--- src/rtl/mem_arb_pkg.sv ---
// Shared types for the data-RAM port arbiter.
//   arb_state_t : access sequencer states (issue -> wait -> acknowledge)
//   grant_t     : which requester owns the current transaction
//   CNT_W       : latency counter width, enough for MEM_LATENCY up to 15
package mem_arb_pkg;

    typedef enum logic [1:0] {IDLE, ISSUE, WAIT, DONE} arb_state_t;
    typedef enum logic       {GNT_CPU, GNT_HOST}        grant_t;

    localparam int CNT_W = 4;

endpackage

--- src/rtl/mem_port_arbiter_rr2.sv ---
// arb_rr2: combinational 2-way round-robin picker.
//   req[0] : CPU request      req[1] : host request
//   lock   : 1 = CPU is not eligible
//   last   : requester served by the previous transaction
//   valid  : some eligible requester is present
//   grant  : chosen requester (meaningful only when valid)
module arb_rr2
    import mem_arb_pkg::*;
(
    input  logic [1:0] req,
    input  logic       lock,
    input  grant_t     last,
    output logic       valid,
    output grant_t     grant
);

    logic cpu_ok;

    assign cpu_ok = req[0] & ~lock;

    always_comb begin
        valid = cpu_ok | req[1];
        grant = GNT_CPU;
        if (cpu_ok && req[1]) begin
            // contention: hand the port to whoever did not have it last
            grant = (last == GNT_CPU) ? GNT_HOST : GNT_CPU;
        end else if (req[1]) begin
            grant = GNT_HOST;
        end
    end

endmodule

--- src/rtl/mem_port_arbiter.sv ---
// mem_port_arbiter: shares one data-RAM port between the RISC-V core and the
// FPGA host/loader. Every access runs IDLE -> ISSUE -> WAIT -> DONE, so the
// requester sees its ack MEM_LATENCY+2 cycles after its request is sampled.
//   clk, nrst          : clock, asynchronous active-low reset
//   cpu_req/we/addr/wdata  -> CPU request (held until cpu_ack)
//   cpu_rdata, cpu_ack     <- CPU read data (held between acks), done pulse
//   cpu_stall              <- cpu_req & ~cpu_ack, freezes the core PC
//   host_req/we/addr/wdata -> host request, same protocol
//   host_rdata, host_ack   <- host read data, done pulse
//   host_lock              -> 1 = CPU is never granted
//   mem_en/we/addr/wdata   <- RAM strobe (one cycle per access) and command
//   mem_rdata              -> RAM data, valid MEM_LATENCY cycles after mem_en
module mem_port_arbiter
    import mem_arb_pkg::*;
#(
    parameter int ADDR_W      = 32,
    parameter int DATA_W      = 32,
    parameter int MEM_LATENCY = 2     // 1..15
) (
    input  logic              clk,
    input  logic              nrst,
    input  logic              cpu_req,
    input  logic              cpu_we,
    input  logic [ADDR_W-1:0] cpu_addr,
    input  logic [DATA_W-1:0] cpu_wdata,
    output logic [DATA_W-1:0] cpu_rdata,
    output logic              cpu_ack,
    output logic              cpu_stall,
    input  logic              host_req,
    input  logic              host_we,
    input  logic [ADDR_W-1:0] host_addr,
    input  logic [DATA_W-1:0] host_wdata,
    output logic [DATA_W-1:0] host_rdata,
    output logic              host_ack,
    input  logic              host_lock,
    output logic              mem_en,
    output logic              mem_we,
    output logic [ADDR_W-1:0] mem_addr,
    output logic [DATA_W-1:0] mem_wdata,
    input  logic [DATA_W-1:0] mem_rdata
);

    arb_state_t        state, state_d;
    grant_t            last_grant, gnt, pick;
    logic              pick_valid;
    logic [CNT_W-1:0]  cnt;
    logic              mem_en_q, mem_we_q, cpu_ack_q, host_ack_q;
    logic [ADDR_W-1:0] addr_q;
    logic [DATA_W-1:0] wdata_q, cpu_rdata_q, host_rdata_q;

    arb_rr2 u_rr (
        .req   ({host_req, cpu_req}),
        .lock  (host_lock),
        .last  (last_grant),
        .valid (pick_valid),
        .grant (pick)
    );

    // state register
    always_ff @(posedge clk or negedge nrst) begin
        if (!nrst) state <= IDLE;
        else       state <= state_d;
    end

    // next state
    always_comb begin
        state_d = state;
        case (state)
            IDLE:    if (pick_valid) state_d = ISSUE;
            ISSUE:   state_d = WAIT;
            WAIT:    if (cnt == '0) state_d = DONE;
            DONE:    state_d = IDLE;
            default: state_d = IDLE;
        endcase
    end

    // Datapath. Strobes and acks are registered one state early so they are
    // high exactly while the FSM sits in ISSUE (mem_en) or DONE (ack).
    always_ff @(posedge clk or negedge nrst) begin
        if (!nrst) begin
            last_grant   <= GNT_HOST;     // CPU wins the first tie
            gnt          <= GNT_CPU;
            cnt          <= '0;
            mem_en_q     <= 1'b0;
            mem_we_q     <= 1'b0;
            addr_q       <= '0;
            wdata_q      <= '0;
            cpu_ack_q    <= 1'b0;
            host_ack_q   <= 1'b0;
            cpu_rdata_q  <= '0;
            host_rdata_q <= '0;
        end else begin
            mem_en_q   <= 1'b0;
            mem_we_q   <= 1'b0;
            cpu_ack_q  <= 1'b0;
            host_ack_q <= 1'b0;
            case (state)
                IDLE: begin
                    if (pick_valid) begin
                        gnt      <= pick;
                        mem_en_q <= 1'b1;
                        if (pick == GNT_HOST) begin
                            mem_we_q <= host_we;
                            addr_q   <= host_addr;
                            wdata_q  <= host_wdata;
                        end else begin
                            mem_we_q <= cpu_we;
                            addr_q   <= cpu_addr;
                            wdata_q  <= cpu_wdata;
                        end
                    end
                end
                ISSUE: cnt <= CNT_W'(MEM_LATENCY - 1);
                WAIT: begin
                    if (cnt == '0) begin
                        // writes capture too; the access is uniform either way
                        if (gnt == GNT_HOST) begin
                            host_rdata_q <= mem_rdata;
                            host_ack_q   <= 1'b1;
                        end else begin
                            cpu_rdata_q  <= mem_rdata;
                            cpu_ack_q    <= 1'b1;
                        end
                    end else begin
                        cnt <= cnt - 1'b1;
                    end
                end
                DONE:    last_grant <= gnt;
                default: ;
            endcase
        end
    end

    assign mem_en     = mem_en_q;
    assign mem_we     = mem_we_q;
    assign mem_addr   = addr_q;
    assign mem_wdata  = wdata_q;
    assign cpu_ack    = cpu_ack_q;
    assign host_ack   = host_ack_q;
    assign cpu_rdata  = cpu_rdata_q;
    assign host_rdata = host_rdata_q;
    assign cpu_stall  = cpu_req & ~cpu_ack_q;

endmodule

--- config.mk ---
export PLATFORM = sky130hd
export DESIGN_NAME = mem_port_arbiter
export DESIGN_NICKNAME = d
export VERILOG_FILES = /design/src/rtl/mem_arb_pkg.sv /design/src/rtl/mem_port_arbiter_rr2.sv /design/src/rtl/mem_port_arbiter.sv
export SDC_FILE = /design/constraint.sdc
export NUM_CORES = 1
export LEC_CHECK = 0
export BUFFER_PORTS_ARGS = -buffer_cell sky130_fd_sc_hd__buf_2
export CAP_MARGIN = 0
export CORE_MARGIN = 1
export CORE_UTILIZATION = 40
export CTS_BUF_LIST = sky130_fd_sc_hd__clkbuf_8
export DETAILED_ROUTE_END_ITERATION = 8
export GPL_TIMING_DRIVEN = 0
export PLACE_DENSITY_LB_ADDON = 0.3
export SLEW_MARGIN = 30
export SYNTH_ARGS = -nofsm -noshare
export SYNTH_HDL_FRONTEND = slang
export SYNTH_HIERARCHICAL = 1
export SYNTH_SLANG_ARGS = --single-unit
--- constraint.sdc ---
create_clock -name clk -period 1.7 [get_ports clk]
set_input_delay 0.17 -clock clk [delete_from_list [all_inputs] [get_ports clk]]
set_output_delay 0.17 -clock clk [all_outputs]
set_load 0.02 [all_outputs]
==> summary.md <==
| Metric | Value |
|---|---|
| Status | `complete, but fails checks` |
| Failing checks | `negative setup slack` |
| DRC viols | `0` |
| Fraction of layout cells with a size suffix above 1 | `53.1%` |
| Post-route insts no fill | `1064` |
| Detailed placement HPWL | `11.8 mm` |
| Final Max Slew Viols | `0` |
| Largest net degree at the start of global routing | `77` |
| Most used DFF post-synth | `dfrtp_1` |
| DP Worst Slack | `-0.431 ns` |
| Layout Skew | `0.00983 ns` |
| Family with the most delay on the worst path | `buffers and inverters` |
| Yosys warns | `6` |
| DRT Pass-1 Iters | `4` |
| Worst slew margin | `65.9%` |
| H-Tree Depth | `4` |
| Worst-path cell chain | `inv_2 > ha_4 > nand2b_4 > nor4_4 > buf_6 > buf_12 > buf_16 > mux2_4` |
| GRT overflow | `0` |
| Number of distinct library cells after synthesis | `30` |
| Min Tclk post-route | `1.79 ns` |
| Crit-path max cell delay | `0.39 ns` |
| CTS clk-pin slew, worst paths | `0.08 ns` |
| Final Setup Violations | `58` |
| Post-route design area | `9260 sq um` |
| Ant. Diodes | `0` |
| Via/cell ratio | `4.81` |
| Vias in the first global route | `5290` |
| WHS | `0.0214 ns` |
| Startpoint Class | `register` |
| Initial Utilization | `41.0%` |
| Leakage Power | `4.88 nW` |
| Cells after Synth | `473` |
| Post-route ant nets | `0` |
| DR iter-0 viols | `230` |
| RSZ-0062 raised after global routing | `true` |
| Endpoint class of the critical path | `register` |
| Syn Nets | `646` |
| Total power | `16.9 mW` |
| Core area | `14500 sq um` |
| WS Path Type | `register to register` |
| Achievable Freq | `559 MHz` |
| Async set-reset flop share out of synthesis | `100%` |
| Rows | `44` |
| First-pass GRT wire length | `26.0 mm` |
| Port bufs | `299` |
| Uppermost layer routed | `met4` |
| Number of synthesized flops with an enable pin | `0` |
| Critical path buffers and inverters | `4` |
| Final hold viol count | `0` |
| IO Pins | `300` |
| Met2 WL | `9.30 mm` |
| Final GP Congestion | `0.879` |
| Final period util | `105%` |
| Final WS setup | `-0.0901 ns` |
| Area Overhead vs Synth | `55.5%` |
| CTS tree | `done` |
| Syn Area/Cell | `12.6 sq um` |
| Die area | `15400 sq um` |
| Placed Cells | `957` |
| Clk buf depth | `2` |
| DR vias | `5114` |
| Sequential share of the synthesized area | `58.9%` |
| Max FO, Critical Path | `6` |
| Slowest cell on crit path | `dfrtp_1` |
| Die height | `124 microns` |
| Cell Area, Synth | `5950 sq um` |
| Met1 WL | `6.86 mm` |
| Slew at the pin closest to its max-slew limit | `0.511 ns` |
| Yosys reg bits | `140` |
| TritonCTS sink count | `140` |
| Peak VDD IR | `0.835 mV` |
| Power Dens Cells | `1820 nW/um^2` |
| Final nets | `1042` |
| Max Cap Viol | `0` |
| Clock latency on the worst-skew pair | `0.44 ns` |
| Dpl cell area | `7740 sq um` |
| Initial antenna violation count | `0` |
| Met3 WL | `1.26 mm` |
| GRT Overall Usage | `22.7%` |
| Clock root buffer | `clkbuf_8` |
| CP arrival | `2.12 ns` |
| Die width | `124 microns` |
| Hold Path Class | `input port to register` |
| CTS buffer count | `17` |
| Routed WL per cell | `16.6 microns` |
| Routed wire length | `17.7 mm` |
| Required @ worst endpoint | `2.03 ns` |
[area by class of cell]
cell class              count  area, sq um
fillers                  1137         5280
inverters                  10         42.5
flip-flops and latches    140         3510
multi-input cells         294         2430
repair buffers            377         2360
clock buffers              19          262
plain buffers              29          259
clock inverters            11          169
well taps                 184          230
[state kept, by name (all words and copies together), names as in the netlist, 2 cells and up]
signal      count
cpu_rdata      32
mem_addr       32
cnt             4
mem_wdata      32
host_rdata     32
state           2
[through the flow]
stage	setup TNS, ns	util (%)
after floorplan	-1.73	-
after global placement	-215.10	53.0
after detailed placement	-34.34	53.3
after CTS	-2.80	62.8
after global routing	-4.95	63.7
final	-1.63	63.7
[logic make-up after synthesis]
kind of cell | share of synthesized area [%]
XOR/XNOR | 0.147
flip-flops | 58.9
multiplexers | 23.6
buffers and inverters | 3.43
adder cells (fa/ha/maj) | 1.26
AND/OR/NAND/NOR | 6.20
AO/OA/AOI/OAI | 6.52
[per-layer routing]
metal	vias up	GRT usage, %
met5	-	0
met4	0	7.29
met3	18	6.96
met2	212	41.9
met1	2453	24.6
li1	2431	-
[synthesized netlist by cell type (2+ instances only)]
library cell	count	area, sq um
nor3_1	2	10.0
ha_1	6	75.1
clkbuf_1	15	56.3
o21ai_0	65	325
nor2b_1	2	12.5
nor2_1	3	11.3
buf_2	7	35.0
a21oi_1	2	10.0
nand2_1	70	263
buf_6	6	67.6
mux2_1	11	124
inv_1	9	33.8
mux2i_1	66	661
mux2_2	55	619
dfrtp_1	139	3480
[path summary, 6_finish.rpt]
| check | slack, ns | cells after the start | from | to |
|---|---|---|---|---|
| hold / removal | 0.02 | 3 | host_addr[1] | mem_addr[1]$_DFFE_PN0P_ |
| hold reg to reg | 0.48 | 2 | mem_wdata[26]$_DFFE_PN0P_ | mem_wdata[26]$_DFFE_PN0P_ |
| setup reg to reg | -0.09 | 8 | cnt[1]$_DFFE_PN0P_ | cpu_rdata[24]$_DFFE_PN0P_ |
| max in group asynchronous | 0.66 | 3 | nrst | last_grant$_DFFE_PN1N_ |
| min in group asynchronous | 0.28 | 2 | nrst | cpu_rdata[9]$_DFFE_PN0P_ |
| setup / recovery | -0.09 | 8 | cnt[1]$_DFFE_PN0P_ | cpu_rdata[24]$_DFFE_PN0P_ |
[worst min-delay path, delay by kind of cell]
kind / cells / cell delay [ns]
AO/OA/AOI/OAI: 1 / 0.13
buffers and inverters: 1 / 0.07
multiplexers: 1 / 0.05
[repair_timing]
| action | 4_1_cts | 5_1_grt |
|---|---|---|
| buffers inserted | 15 | 9 |
| gates cloned | 4 | 1 |
| setup endpoints to repair | 128 | 128 |
| hold buffers | 48 | 1 |
| gates resized for setup | 71 | 26 |
| hold endpoints to repair | 139 | 1 |
| pin swaps | 2 | 4 |
[layout by cell type, fill, tap and decap left out, types with 2 or more instances in the layout]
cell / count
buf_2: 303
dfrtp_1: 138
nand2_1: 69
mux2i_1: 66
o21ai_0: 64
dlygate4sd3_1: 49
mux2_2: 33
mux2_4: 31
clkbuf_8: 20
buf_4: 18
buf_6: 11
inv_1: 6
buf_8: 6
clkbuf_2: 4
clkbuf_4: 4
bufinv_16: 4
buf_16: 4
inv_2: 3
nor2_1: 3
buf_12: 3
ha_1: 3
clkinv_4: 3
clkinv_2: 3
nor2b_1: 2
mux2_1: 2
nor3_1: 2
clkbuf_1: 2
ha_4: 2
[report_power, final]
| part | internal [mW] | leakage [nW] | switching [mW] | total (mW) |
|---|---|---|---|---|
| Clock | 1.66 | 0.217 | 1.26 | 2.92 |
| Combinational | 3.52 | 2.96 | 4.53 | 8.05 |
| Sequential | 4.96 | 1.71 | 0.945 | 5.90 |
No activity file was read; power rests on OpenSTA's default activity.
